## src/rtl/alu_seq_display.sv

```systemverilog
// Clocked 4-op ALU (buffer/NAND/add/shift-add multiply) with a
// time-multiplexed hex readout on a multi-digit 7-segment display.
module alu_seq_display #(
  parameter  int WIDTH    = 4,
  parameter  int SCAN_DIV = 1024,
  localparam int RW       = 2 * WIDTH,
  localparam int DIGITS   = (RW + 3) / 4
) (
  input  logic              clk,
  input  logic              rst,
  input  logic              start,
  input  logic [1:0]        op,
  input  logic [WIDTH-1:0]  a,
  input  logic [WIDTH-1:0]  b,
  input  logic              cin,
  output logic              busy,
  output logic              done,
  output logic [RW-1:0]     result,
  output logic [DIGITS-1:0] seg_sel,
  output logic [7:0]        seg_data
);

  localparam int CW = $clog2(WIDTH);
  localparam int SW = $clog2(SCAN_DIV);
  localparam int IW = (DIGITS > 1) ? $clog2(DIGITS) : 1;

  typedef enum logic [1:0] {
    S_IDLE,
    S_MUL,
    S_FIN
  } state_t;

  state_t r_state;
  state_t w_next;

  logic [1:0]       r_op;
  logic [WIDTH-1:0] r_a;
  logic [WIDTH-1:0] r_b;
  logic             r_cin;
  logic [RW-1:0]    r_mcand;
  logic [RW-1:0]    r_acc;
  logic [CW-1:0]    r_iter;

  logic [WIDTH-1:0] w_nand;
  logic [WIDTH:0]   w_sum;
  logic [RW-1:0]    w_alu;

  always_ff @(posedge clk or posedge rst) begin
    if (rst) r_state <= S_IDLE;
    else     r_state <= w_next;
  end

  always_comb begin
    w_next = r_state;
    unique case (r_state)
      S_IDLE: begin
        if (start) w_next = (op == 2'b11) ? S_MUL : S_FIN;
      end
      S_MUL: begin
        if (r_iter == CW'(WIDTH - 1)) w_next = S_FIN;
      end
      S_FIN:   w_next = S_IDLE;
      default: w_next = S_IDLE;
    endcase
  end

  assign busy = (r_state != S_IDLE);

  always_comb begin
    w_nand = ~(r_a & r_b);
    w_sum  = {1'b0, r_a} + {1'b0, r_b} + {{WIDTH{1'b0}}, r_cin};
    w_alu  = '0;
    unique case (r_op)
      2'b00: w_alu = {{WIDTH{1'b0}}, r_a};
      2'b01: w_alu = {{WIDTH{1'b0}}, w_nand};
      2'b10: w_alu = {{(WIDTH-1){1'b0}}, w_sum};
      2'b11: w_alu = r_acc;
      default: w_alu = '0;
    endcase
  end

  always_ff @(posedge clk or posedge rst) begin
    if (rst) begin
      r_op    <= '0;
      r_a     <= '0;
      r_b     <= '0;
      r_cin   <= 1'b0;
      r_mcand <= '0;
      r_acc   <= '0;
      r_iter  <= '0;
      result  <= '0;
      done    <= 1'b0;
    end else begin
      done <= (r_state == S_FIN);
      unique case (r_state)
        S_IDLE: begin
          if (start) begin
            r_op    <= op;
            r_a     <= a;
            r_b     <= b;
            r_cin   <= cin;
            r_mcand <= {{WIDTH{1'b0}}, a};
            r_acc   <= '0;
            r_iter  <= '0;
          end
        end
        S_MUL: begin
          // r_b doubles as the multiplier shift register
          if (r_b[0]) r_acc <= r_acc + r_mcand;
          r_mcand <= r_mcand << 1;
          r_b     <= r_b >> 1;
          r_iter  <= r_iter + CW'(1);
        end
        S_FIN:   result <= w_alu;
        default: ;
      endcase
    end
  end

  logic [SW-1:0]         r_scan;
  logic [IW-1:0]         r_idx;
  logic                  w_wrap;
  logic [IW-1:0]         w_idx_nxt;
  logic [DIGITS*4-1:0]   w_pad;
  logic [3:0]            w_nib;
  logic [7:0]            w_seg;

  always_comb begin
    w_wrap    = (r_scan == SW'(SCAN_DIV - 1));
    w_idx_nxt = r_idx;
    if (w_wrap) begin
      if (r_idx == IW'(DIGITS - 1)) w_idx_nxt = '0;
      else                          w_idx_nxt = r_idx + IW'(1);
    end
    w_pad          = '0;
    w_pad[RW-1:0]  = result;
    w_nib          = w_pad[{w_idx_nxt, 2'b00} +: 4];
  end

  always_comb begin
    w_seg = 8'h00;
    unique case (w_nib)
      4'h0: w_seg = 8'b00111111;
      4'h1: w_seg = 8'b00000110;
      4'h2: w_seg = 8'b01011011;
      4'h3: w_seg = 8'b01001111;
      4'h4: w_seg = 8'b01100110;
      4'h5: w_seg = 8'b01101101;
      4'h6: w_seg = 8'b01111101;
      4'h7: w_seg = 8'b00000111;
      4'h8: w_seg = 8'b01111111;
      4'h9: w_seg = 8'b01101111;
      4'hA: w_seg = 8'b01110111;
      4'hB: w_seg = 8'b01111100;
      4'hC: w_seg = 8'b00111001;
      4'hD: w_seg = 8'b01011110;
      4'hE: w_seg = 8'b01111001;
      4'hF: w_seg = 8'b01110001;
      default: w_seg = 8'h00;
    endcase
  end

  // Decode uses the upcoming digit so data and select switch together
  always_ff @(posedge clk or posedge rst) begin
    if (rst) begin
      r_scan   <= '0;
      r_idx    <= '0;
      seg_sel  <= DIGITS'(1);
      seg_data <= 8'b00111111;
    end else begin
      r_scan   <= w_wrap ? '0 : r_scan + SW'(1);
      r_idx    <= w_idx_nxt;
      seg_sel  <= DIGITS'(1) << w_idx_nxt;
      seg_data <= w_seg;
    end
  end

endmodule

```

## config.mk

```make
export PLATFORM = sky130hd
export DESIGN_NAME = alu_seq_display
export DESIGN_NICKNAME = d
export VERILOG_FILES = /design/src/rtl/alu_seq_display.sv
export SDC_FILE = /design/constraint.sdc
export NUM_CORES = 1
export LEC_CHECK = 0
export BUFFER_PORTS_ARGS = -buffer_cell sky130_fd_sc_hd__buf_2
export CORE_ASPECT_RATIO = 0.9
export CORE_MARGIN = 8
export CORE_UTILIZATION = 35
export CTS_CLUSTER_SIZE = 40
export DETAILED_ROUTE_END_ITERATION = 8
export GPL_TIMING_DRIVEN = 0
export PLACE_DENSITY = 0.59
export SLEW_MARGIN = 10
export SYNTH_ARGS = -nofsm -noshare
export SYNTH_HDL_FRONTEND = slang
export SYNTH_SLANG_ARGS = --single-unit
```

## constraint.sdc

```tcl
create_clock -name clk -period 3.7 [get_ports clk]
set_clock_uncertainty 0.15 [all_clocks]
set_input_delay 0.185 -clock clk [delete_from_list [all_inputs] [get_ports clk]]
set_output_delay 0.185 -clock clk [all_outputs]
set_load 0.05 [all_outputs]
```

; Word-level counts from Yosys, hierarchy flattened
; Memory sizes are Yosys's and may differ from the RTL's. A register that Yosys moved wholly into a read port is not among the register bits.
; Cells that the tools add are included.
[word_totals]
memories = 1
ramBits = 0
wordCells = 61
regBits = 61
latchBits = 0
rom_bits = 112
[op_classes]
reduce_logical = 8
div_mod_pow = 0
magnitude_cmp = 0
n_shift = 2
mux = 17
eq_ne = 11
n_addsub = 6
mul = 0
n_bitwise = 2
[mem_list]
columns = name, words, width, rd, rd_ports_with_merged_regs, write_ports, line_no
row1 = (no name shown), 16, 7, 1, 1, 0, 142  ; unique case (w_nib)
[ops]
columns = cell, n
row1 = $pmux 8 s2, 2
row2 = $pmux 8 s4, 1
row3 = $mux 8, 3
row4 = $add 10x1->10 const B, 1
row5 = $eq 10x10->1 const B, 1
row6 = $eq 2x2->1 const B, 5
row7 = $mux 10, 1
row8 = $add 8x8->8, 1
row9 = $mux 2, 4
row10 = $pmux 2 s2, 2
row11 = $pmux 4 s2, 1
row12 = $shiftx 8x4->4, 1
row13 = $ne 2x2->1 const B, 3
row14 = $reduce_and 2->1, 3
row15 = $add 4x4->5, 1
row16 = $add 5x1->5, 1
row17 = $and 4x4->4, 1
row18 = $eq 2x1->1 const B, 2
row19 = $logic_not 2->1, 2
row20 = $mux 4, 1
row21 = $not 4->4, 1
row22 = $reduce_bool 2->1, 2
row23 = $reduce_and 3->1, 1
row24 = $add 2x1->2 const B, 1
row25 = other kinds (3), 4

; Logic depth before layout (Yosys ltp)
; Gate-level depths: netlist of the first run.
[depth]
depth_word = 4
mapped_depth = 16
ltp_nobuf = 14

; Least setup slack after synthesis of the first run
; OpenSTA, ideal clock, no wires.
[synth_timing]
path_type = register -> register
from = reg r_scan[0]
to = reg seg_data[4]
period_less_slack_ns = 2.670
setup_ns = 0.077
t_arrival_ns = 2.442
path_stages_with_launch = 17
path_slack_ns = 1.030
cell_sequence = dfrtp_1 > ha_1 > and3_1 > buf_4 > nand4_4 > xnor2_4 > inv_4 > buf_2 > nand2_1 > nand2_1 > inv_1 > ha_1 > inv_1 > nand3_1 > o311ai_0 > o21ai_0 > a31oi_1
[synth_via]
elab_chain_len = 3
[synth_lines]
columns = element, line_no
row1 = from (decl), 120  ; logic [SW-1:0] r_scan;
row2 = from (signal assigned), 171  ; r_scan <= w_wrap ? '0 : r_scan + SW'(1);
row3 = $eq 10x10->1, 129  ; w_wrap = (r_scan == SW'(SCAN_DIV - 1));
row4 = $mux 1, 131  ; if (w_wrap) begin
row5 = net w_idx_nxt, 123  ; logic [IW-1:0] w_idx_nxt;
row6 = $shiftx 8x4->4, 137  ; w_nib = w_pad[{w_idx_nxt, 2'b00} +: 4];
row7 = to (decl), 20  ; output logic [7:0] seg_data
; The timed path passes the listed nets, and every way through them passes these cells.
; A chain may end at the register's enable or synchronous reset.

; Worst setup path after layout of the first run
; Ends and elaborated chain as after synthesis.

==> results.ini, run 1 <==
[status]
status=finished clean

[critical_path]
worst_r2r_path_depth=16
arrival_ns=3.13
cp_data_required_time_ns=3.81
rrSetupSlack_ns=0.68
crit_path_end_kind=flip-flop
worstSetupPathType=flip-flop to flip-flop
cp_max_fo=10
r2r_end=seg_data[4]
timing.rr.start=r_scan[0]
cp-start-kind=flip-flop

[synthesis]
netlist_area_um2=3250
syn_inst=309
avgSynthCellArea_um2=10.5
yosys_warnings=0
synthArstFlopShare=1.00
synth_edf_count=0
synthesis.nets=346
synth_cell_types=53
ys_top_cells_by_count=dfrtp_1 (52), nand2_1 (46), ha_1 (20), o21ai_0 (18)
synth_top_area_cell=dfrtp_1
synth.top_cell.area_share=0.400
synthTopCellsByArea=dfrtp_1 (40%), ha_1 (7.7%), dfstp_2 (5.7%)
ys_dominant_reg_cell=dfrtp_1
ys_seq_elements=59
synth_most_common_cell=dfrtp_1
ys_seq_area_frac=0.456

[min_path]
holdCritPathClass=input port to flip-flop
whs_endpoint=r_b[2]
min_from=b[2]
min_delay_path_depth=4

[die]
initial_core_util=0.358
rows=33
core_um2=9080
dieHeight_um=107
dieArea_um2=12600
chipWidth_um=118
ioPinCount=34

[clock_tree]
tritoncts=done
cts_made_buffers=9
htreeDepth=3
cts_hold_buf=9
clk_latency_ns=0.35
cts.reportedPaths.clkPinSlew_ns=0.07
root_buffer=clkbuf_8
post_cts_resized=0
postCtsSetupRepairBufs=0
cts_buffer_depth=2
clock_sinks=59

[finish]
drive_gt1_frac=0.216
fin_cells=488
nFillCells=895
area_growth_pct=19.5
antenna_cells=0
stdcell_area_um2=3890
nets=399

[drt]
drt_iter0_drc=84
dr_total_vias=2382
viasPerCell=4.88
wire_per_inst_um=13.9
post-route-drc-count=0
wirelength_mm=6.80
dr.pass1.iters=5
ant_nets=0

[place]
dpl_cell_area_um2=3590
dp.cells=464
globalplace.congestion=0.806
io_buffer_count=32
dpl.hpwl_mm=5.12

[grt]
grtUsageMet2=0.184
met3_usage=0.0336
met1_usage=0.148
grt_start_max_net_pins=35
grt_most_used_layer=met2
grt.total_usage=0.117
grt_pass1_wl_mm=12.0
antenna_found_initial=0
grt_pass1_vias=2377
grt_overflow_total=0

[timing]
slew_violations=0
setup_viol=0
holdWs_ns=0.0912
relSlewSlack=0.604
rsz0062_at_grt=no
final_hold_viol_count=0
worst_pin_slew_ns=0.595
layout_min_cycle_time_ns=3.02
max_freq_mhz=331
tns_ns=0
min_period_over_period=0.817

[power_and_ir_drop]
p_leak_uw=0.00183
powerDensity_nw_per_um2=787
vdd.ir_drop.worst_uv=414

[run]
drv_cap=0

[through the flow]
step | util | setup WS, ns | power [µW]
6_report | 0.428 | 0.676 | 3060
3_5_place_dp | 0.395 | 0.690 | 2450
5_1_grt | 0.428 | 0.388 | 3320
2_1_floorplan | - | 1.03 | 2120
3_3_place_gp | 0.393 | 0.727 | 2420
4_1_cts | 0.428 | 0.682 | 3110
[report_power, final]
part           leakage (µW)  total, µW  switching (µW)  internal [µW]
registers          0.000743       1050             190            859
clock network      0.000109        632             250            381
logic              0.000978       1380             823            559
total               0.00183       3060            1260           1800
[routing by layer]
layer / part of all wire / wire [µm]
met1: 0.48 / 3260
met2: 0.46 / 3150
met3: 0.039 / 264
met4: 0.019 / 127
met5: 0 / 0
[area by class of cell]
type,count,area (µm²),area share
Inverter,14,55.1,0.0142
Buffer,14,65.1,0.0167
Tap cell,122,153,0.0392
Clock buffer,14,183,0.0470
Timing Repair Buffer,42,270,0.0695
Clock inverter,1,30.0,0.00772
Multi-Input combinational cell,222,1650,0.424
Sequential cell,59,1490,0.382
[cells by family (layout without fill, tap and decap cells)]
family	Yosys count	after routing	synth area share
and+or+nand+nor	95	95	0.145
AOI/OAI and AO/OA	69	69	0.142
DFF	59	59	0.456
buffers and inverters	28	85	0.0369
adders and majority gates	23	23	0.0953
xor gates and xnor gates	18	18	0.0542
muxes	16	16	0.0692
other	1	1	0.00115
[cell usage in the layout, fill, tap and decap left out, types with 10 or more instances in the layout]
cell type  instances
xor2_1            10
inv_1             12
o21ai_0           18
ha_1              20
clkbuf_8          13
a21oi_1           15
buf_2             33
a22o_1            10
dfrtp_1           52
nor2_1            15
nand2_1           46
[how the worst max path moves through the flow]
| stage | start | cells past startpoint | to | slack [ns] |
|---|---|---|---|---|
| final | r_scan[0] | 16 | seg_data[4] | 0.68 |
| after floorplan | r_scan[0] | 16 | seg_data[4] | 1.03 |
| after CTS | r_scan[0] | 16 | seg_data[4] | 0.68 |
| after detailed placement | r_scan[0] | 16 | seg_data[4] | 0.69 |
| after global placement | r_scan[0] | 16 | seg_data[4] | 0.73 |
| after global routing | r_scan[0] | 16 | seg_data[4] | 0.39 |
[registers in the layout (all words and copies together), names as in the netlist]
signal / cells
r_acc: 8
r_b: 4
r_cin: 1
r_mcand: 8
seg_data: 7
r_a: 4
seg_sel: 1
r_scan: 10
r_op: 2
r_iter: 2
r_state: 2
result: 8
done: 1
r_idx: 1
[worst max-delay path, stage by stage, from the launching register on]
cell	delay [ns]
dfrtp_1	0.37
ha_1	0.18
and3_1	0.15
buf_4	0.15
nand4_4	0.17
xnor2_4	0.35
inv_4	0.08
buf_2	0.19
nand2_1	0.08
nand2_1	0.11
inv_1	0.16
ha_1	0.28
inv_1	0.09
nand3_1	0.09
o311ai_0	0.12
o21ai_0	0.11
a31oi_1	0.10
(Power assumes the default switching activity.)
==> inputs of run 2 (changes only) <==
--- a/config.mk
+++ b/config.mk
@@ -12,7 +12,7 @@
 export CTS_CLUSTER_SIZE = 40
 export DETAILED_ROUTE_END_ITERATION = 8
 export GPL_TIMING_DRIVEN = 0
-export PLACE_DENSITY = 0.59
+export PLACE_DENSITY = 0.61
 export SLEW_MARGIN = 10
 export SYNTH_ARGS = -nofsm -noshare
 export SYNTH_HDL_FRONTEND = slang
==> constraint.sdc (replaced) <==
create_clock -name clk -period 2.6 [get_ports clk]
set_clock_uncertainty 0.15 [all_clocks]
set_input_delay 0.13 -clock clk [delete_from_list [all_inputs] [get_ports clk]]
set_output_delay 0.13 -clock clk [all_outputs]
set_load 0.05 [all_outputs]
==> run 2 against run 1 <==
  * Utilization grew 2.5 points
  * Largest power group unchanged
  * Final cell count is 3.7% higher
  * Design area rose by 5.8%
  * Highest routed layer unchanged
  * Clock-buffer cell count did not move
==> results.ini, run 2 (synthesized netlist as in run 1, its figures left out) <==
[die]
ioPinCount=34  ; unchanged
dieHeight_um=107  ; unchanged
initial_core_util=0.358  ; unchanged
rows=33  ; unchanged
chipWidth_um=118  ; unchanged
core_um2=9080  ; unchanged
dieArea_um2=12600  ; unchanged

[power_and_ir_drop]
seq_power_share=0.340  ; -0.002
switching_share=0.422  ; +0.00915
combPwrFrac=0.487  ; +0.036
p_leak_uw=0.00191  ; +4.2%
p_switching_uw=1860  ; +48%
intPower_uw=2560  ; +42%
powerDensity_nw_per_um2=1070  ; +36%
vdd.ir_drop.worst_uv=668  ; +62%
clockPowerShare=0.173  ; -0.033

[clock_tree]
root_buffer=clkbuf_8
cts.reportedPaths.clkPinSlew_ns=0.07  ; about the same
cts_made_buffers=9  ; unchanged
cts_buffer_depth=2  ; unchanged
clk_latency_ns=0.34  ; about the same
clock_sinks=59  ; unchanged
tritoncts=done
htreeDepth=3  ; unchanged

[critical_path]
cp_max_fo=3  ; -7
critPathMostFrequentCell=buf_6
worstSetupPathType=flip-flop to flip-flop
path_delay_family=simple AND/OR/NAND/NOR gates
rrSetupSlack_ns=0.11  ; -0.57 ns
r2r_end=seg_data[3]
worstPathCellList=ha_2 -> and3_4 -> buf_6 -> nand4_4 -> xnor2_4 -> buf_6 -> nand2_1 -> and2_4 -> buf_4 -> ha_4 -> mux2_2 -> a22oi_2
worst_r2r_path_depth=12  ; -4
timing.rr.start=r_scan[0]
max_stage_delay_ns=0.36  ; about the same
path_buf_inv=3  ; -2
cp-start-kind=flip-flop
cpMaxStageDelayCell=dfrtp_1
cp_data_required_time_ns=2.71  ; -1.10 ns
arrival_ns=2.61  ; -0.52 ns
crit_path_end_kind=flip-flop

[grt]
grt_overflow_total=0  ; unchanged
antenna_found_initial=0  ; unchanged
grt_pass1_vias=2548  ; +7.2%
grt_pass1_wl_mm=12.3  ; +2.1%
grt_start_max_net_pins=32  ; -8.6%
grt.total_usage=0.118  ; +0.000925

[finish]
layout_commonest_cell=dfrtp_1
antenna_cells=0  ; unchanged
final_cell_mix=dfrtp_1 (52), nand2_1 (42), buf_2 (32), o21ai_0 (17), buf_4 (17)
area_growth_pct=26.4
nets=416  ; +4.3%
largest_reg_flops=10  ; unchanged
fin_util=0.453  ; +0.0247
regArea_um2=1490  ; unchanged
largest_register=r_scan
nFillCells=881  ; -1.6%
stdcell_area_um2=4110  ; +5.8%
multiInputGateArea_um2=1750  ; +6.3%
drive_gt1_frac=0.297  ; +0.0810

[drt]
dr_total_vias=2466  ; +3.5%
ant_nets=0  ; unchanged
post-route-drc-count=0  ; unchanged
wirelength_mm=7.03  ; +3.3%
viasPerCell=4.87  ; -0.16%
drt_iter0_drc=111  ; +32%
dr.pass1.iters=4  ; -1
wire_per_inst_um=13.9  ; -0.37%

[timing]
worst_pin_slew_ns=0.664  ; +0.0694 ns
relSlewSlack=0.557  ; -0.0469
layout_min_cycle_time_ns=2.49  ; -0.532 ns
min_period_over_period=0.959  ; +0.141
slew_violations=0  ; unchanged
setup_viol=0  ; unchanged
holdWs_ns=0.0518  ; -0.0394 ns
rsz0062_at_grt=yes
final_hold_viol_count=0  ; unchanged
max_freq_mhz=401  ; +21%
tns_ns=0  ; unchanged

[status]
status=finished clean

[min_path]
min_from=b[1]
min_delay_path_depth=4  ; unchanged
holdCritPathClass=input port to flip-flop
whs_endpoint=r_b[1]

[place]
dpl.hpwl_mm=5.07  ; -0.82%
dpl_cell_area_um2=3590  ; +0.21%
globalplace.congestion=0.783  ; -2.9%
io_buffer_count=32  ; unchanged

[run]
drv_cap=0  ; unchanged

-- run 2: per-layer routing --
metal | global-route usage | routed length [µm] | vias to the layer above
met5 | 0 | 0 | -
met1 | 0.145 | 3310 | 1179
met4 | 0.0329 | 79 | 0
met3 | 0.0357 | 285 | 8
li1 | - | - | 1233
met2 | 0.199 | 3350 | 46
-- run 2: how the worst max path moves through the flow --
stage              start          end  slack, ns  cells past startpoint
2_1_floorplan  r_scan[0]  seg_data[4]       0.01                     16
3_3_place_gp   r_scan[0]  seg_data[4]      -0.24                     16
3_5_place_dp   r_scan[0]  seg_data[4]      -0.24                     16
4_1_cts        r_scan[1]  seg_data[4]      0.007                     15
5_1_grt        r_scan[1]  seg_data[4]      -0.07                     13
6_report       r_scan[0]  seg_data[3]       0.11                     12
-- run 2: timing repair --
item                                   4_1_cts  5_1_grt
pin swaps                                    4        8
resized for setup                            5       24
buffers inserted                             8        9
endpoints found under the hold margin       35        0
setup endpoints to repair                    4        4
hold buffers                                 9        0
-- run 2: area by class of cell --
cell class | instances | area share
multi-input cells | 222 | 0.426
flip-flops and latches | 59 | 0.361
repair buffers | 59 | 0.0985
clock buffers | 14 | 0.0420
well taps | 122 | 0.0371
plain buffers | 14 | 0.0182
inverters | 14 | 0.0146
clock inverters | 2 | 0.00243
-- run 2: worst min-delay path: stages --
cell and delay (ns):
buf_2 0.07, and3b_1 0.14, a21oi_1 0.04, o21ai_0 0.13
-- run 2: metrics by stage --
stage	total power (µW)	setup WS (ns)	std cells
floorplan	3030	0.0129	309
global placement	3440	-0.243	463
detailed placement	3490	-0.242	464
CTS	4320	0.00717	497
global route	4790	-0.0668	506
finish	4420	0.108	506
-- run 2: power groups by stage --
stage | Sequential [µW] | Combinational (µW) | Clock [µW]
floorplan | 1730 | 1300 | 0
global placement | 1510 | 1930 | 0
detailed placement | 1520 | 1980 | 0
CTS | 1500 | 2030 | 789
global route | 1550 | 2410 | 831
finish | 1500 | 2150 | 763
==> inputs of run 3 (changes only) <==
--- a/config.mk
+++ b/config.mk
@@ -6,7 +6,6 @@
 export NUM_CORES = 1
 export LEC_CHECK = 0
 export BUFFER_PORTS_ARGS = -buffer_cell sky130_fd_sc_hd__buf_2
-export CORE_ASPECT_RATIO = 0.9
 export CORE_MARGIN = 8
 export CORE_UTILIZATION = 35
 export CTS_CLUSTER_SIZE = 40
==> constraint.sdc (replaced) <==
create_clock -name clk -period 2.6 [get_ports clk]
set_clock_uncertainty 0.15 [all_clocks]
set_input_delay 0.39 -clock clk [delete_from_list [all_inputs] [get_ports clk]]
set_output_delay 0.39 -clock clk [all_outputs]
set_load 0.05 [all_outputs]
==> run 3 against run 2 <==
  * Total power rose by 4.9%
  * First-iteration DRC count unchanged
  * Sequential share of layout area grew 0.49 points
  * Critical path depth is 1 higher
  * Register-to-register slack worse by 0.05 ns
  * Utilization decreased by 0.94 points
  * Maximum frequency is 2.0% lower
  * Hold slack lost 0.036 ns
  * Combinational power hardly changed
  * Clock power up 26%
  * Critical path type unchanged
  * Largest cell class unchanged
==> results.ini, run 3 (synthesized netlist as in run 1, its figures left out) <==
[status]
status=finished clean

[clock_tree]
cts_buffer_depth=2  ; unchanged
htreeDepth=3  ; unchanged
clk_latency_ns=0.33  ; about the same
cts.reportedPaths.clkPinSlew_ns=0.07  ; about the same
cts_hold_buf=0  ; -9
tritoncts=done
clock_sinks=59  ; unchanged
cts_made_buffers=9  ; unchanged
root_buffer=clkbuf_8

[drt]
dr.pass1.iters=4  ; unchanged
ant_nets=0  ; unchanged
viasPerCell=5.06  ; +3.8%
wirelength_mm=7.44  ; +5.9%
dr_total_vias=2473  ; +0.28%
wire_per_inst_um=15.2  ; +9.6%
drt_iter0_drc=111  ; unchanged
post-route-drc-count=0  ; unchanged

[timing]
layout_setup_ws_ns=0.0569  ; -0.0507 ns
max_freq_mhz=393  ; -2.0%
worst_pin_slew_ns=0.724  ; +0.0595 ns
layout_min_cycle_time_ns=2.54  ; +0.0507 ns
setup_viol=0  ; unchanged
slew_violations=0  ; unchanged
final_hold_viol_count=0  ; unchanged
relSlewSlack=0.517  ; -0.0398
min_period_over_period=0.978  ; +0.0195
holdWs_ns=0.0158  ; -0.0359 ns
rsz0062_at_grt=yes

[critical_path]
worstSetupPathType=flip-flop to flip-flop
timing.rr.start=r_scan[0]
cp_data_required_time_ns=2.72  ; about the same
arrival_ns=2.66  ; +0.05 ns
max_stage_delay_ns=0.36  ; about the same
cpMaxStageDelayCell=dfrtp_1
r2r_end=seg_data[4]
worstPathCellList=ha_2 -> and3_4 -> buf_6 -> nand4_4 -> xnor2_4 -> buf_6 -> nand2_2 -> nand2_4 -> inv_4 -> ha_4 -> nor4b_2 -> a311oi_1 -> a31oi_1
rrSetupSlack_ns=0.06  ; -0.05 ns
cp-start-kind=flip-flop
worst_r2r_path_depth=13  ; +1
critPathMostFrequentCell=buf_6
cp_max_fo=5  ; +2
crit_path_end_kind=flip-flop

[die]
ioPinCount=34  ; unchanged
initial_core_util=0.356  ; -0.00269
dieArea_um2=12600  ; about the same
rows=35  ; +6.1%
dieHeight_um=112  ; +4.6%
chipWidth_um=112  ; -4.4%
core_um2=9150  ; +0.76%

[place]
globalplace.congestion=0.790  ; +0.96%
pre_cts_ws_ns=-0.280  ; -0.0388 ns
dpl.hpwl_mm=5.12  ; +0.97%
io_buffer_count=32  ; unchanged
dpl_cell_area_um2=3580  ; -0.38%

[grt]
grt_pass1_wl_mm=12.0  ; -1.9%
grt_start_max_net_pins=33  ; +3.1%
grt.total_usage=0.118  ; -0.000147
grt_pass1_vias=2463  ; -3.3%
grt_overflow_total=0  ; unchanged
antenna_found_initial=0  ; unchanged

[finish]
fin_util=0.443  ; -0.00942
antenna_cells=0  ; unchanged
area_growth_pct=24.7
stdcell_area_um2=4060  ; -1.3%
nFillCells=868  ; -1.5%
nets=410  ; -1.4%
drive_gt1_frac=0.312  ; +0.0153
final_cell_mix=dfrtp_1 (52), nand2_1 (42), buf_2 (32), buf_4 (19), o21ai_0 (17)
largest_register=r_scan
largest_reg_flops=10  ; unchanged
layout_commonest_cell=dfrtp_1

[min_path]
holdCritPathClass=input port to asynchronous set/reset pin

[power_and_ir_drop]
p_leak_uw=0.00189  ; -0.67%
powerDensity_nw_per_um2=1140  ; +6.3%
vdd.ir_drop.worst_uv=589  ; -12%

[run]
drv_cap=0  ; unchanged

## run 3: cell count changes in the layout (fill, tap and decap cells not counted), sizes merged
cell,change
clkinvlp,+1
clkbuf,-2
buf,+3
clkinv,-1
dlygate4sd3,-9
bufinv,+2
## run 3: power by group
part	switching, µW	internal, µW	total, µW
combinational	1270	900	2170
sequential	276	1220	1500
clock	372	591	963
## run 3: worst max path at each step
stage	start	end	slack, ns	cells past startpoint
4_1_cts	r_scan[0]	seg_data[4]	0.0002	16
3_5_place_dp	r_scan[0]	seg_data[4]	-0.28	16
2_1_floorplan	r_scan[0]	seg_data[4]	0.01	16
5_1_grt	r_scan[0]	seg_data[4]	-0.08	13
6_report	r_scan[0]	seg_data[4]	0.06	13
3_3_place_gp	r_scan[0]	seg_data[4]	-0.23	16
## run 3: worst max-delay path: cells and delay by family (launching register included)
family                   cells  cell delay, ns
buffers and inverters        3            0.31
flip-flops                   1            0.36
AO/OA/AOI/OAI                2            0.26
XOR/XNOR                     1            0.29
adder cells (fa/ha/maj)      2            0.35
AND/OR/NAND/NOR              5            0.73
## run 3: per-layer routing
layer,GRT usage,routed length (µm),vias up
met5,0,0,-
met4,0.0423,99,0
met3,0.0344,298,8
met2,0.199,3650,52
met1,0.141,3390,1204
li1,-,-,1209
## run 3: stage by stage
stage	setup TNS, ns	std cells	power, µW
3_5_place_dp	-0.624	453	3510
4_1_cts	0	476	4520
3_3_place_gp	-8.76	452	3450
2_1_floorplan	0	309	3030
5_1_grt	-0.135	489	4970
6_report	0	489	4630
## run 3: repair_timing
item                                    CTS  global route
endpoints found under the setup margin    4             5
buffers inserted                          7            13
resized for setup                         5            22
pin swaps                                 4             8
## run 3: cell type report
cell class | count | area, µm² | share of cell area
multi-input combinational | 222 | 1730 | 0.426
sequential | 59 | 1490 | 0.366
timing repair buffer | 53 | 342 | 0.0842
clock buffer | 12 | 155 | 0.0382
tap | 111 | 139 | 0.0342
buffer | 14 | 75.1 | 0.0185
clock inverter | 4 | 72.6 | 0.0179
inverter | 14 | 60.1 | 0.0148
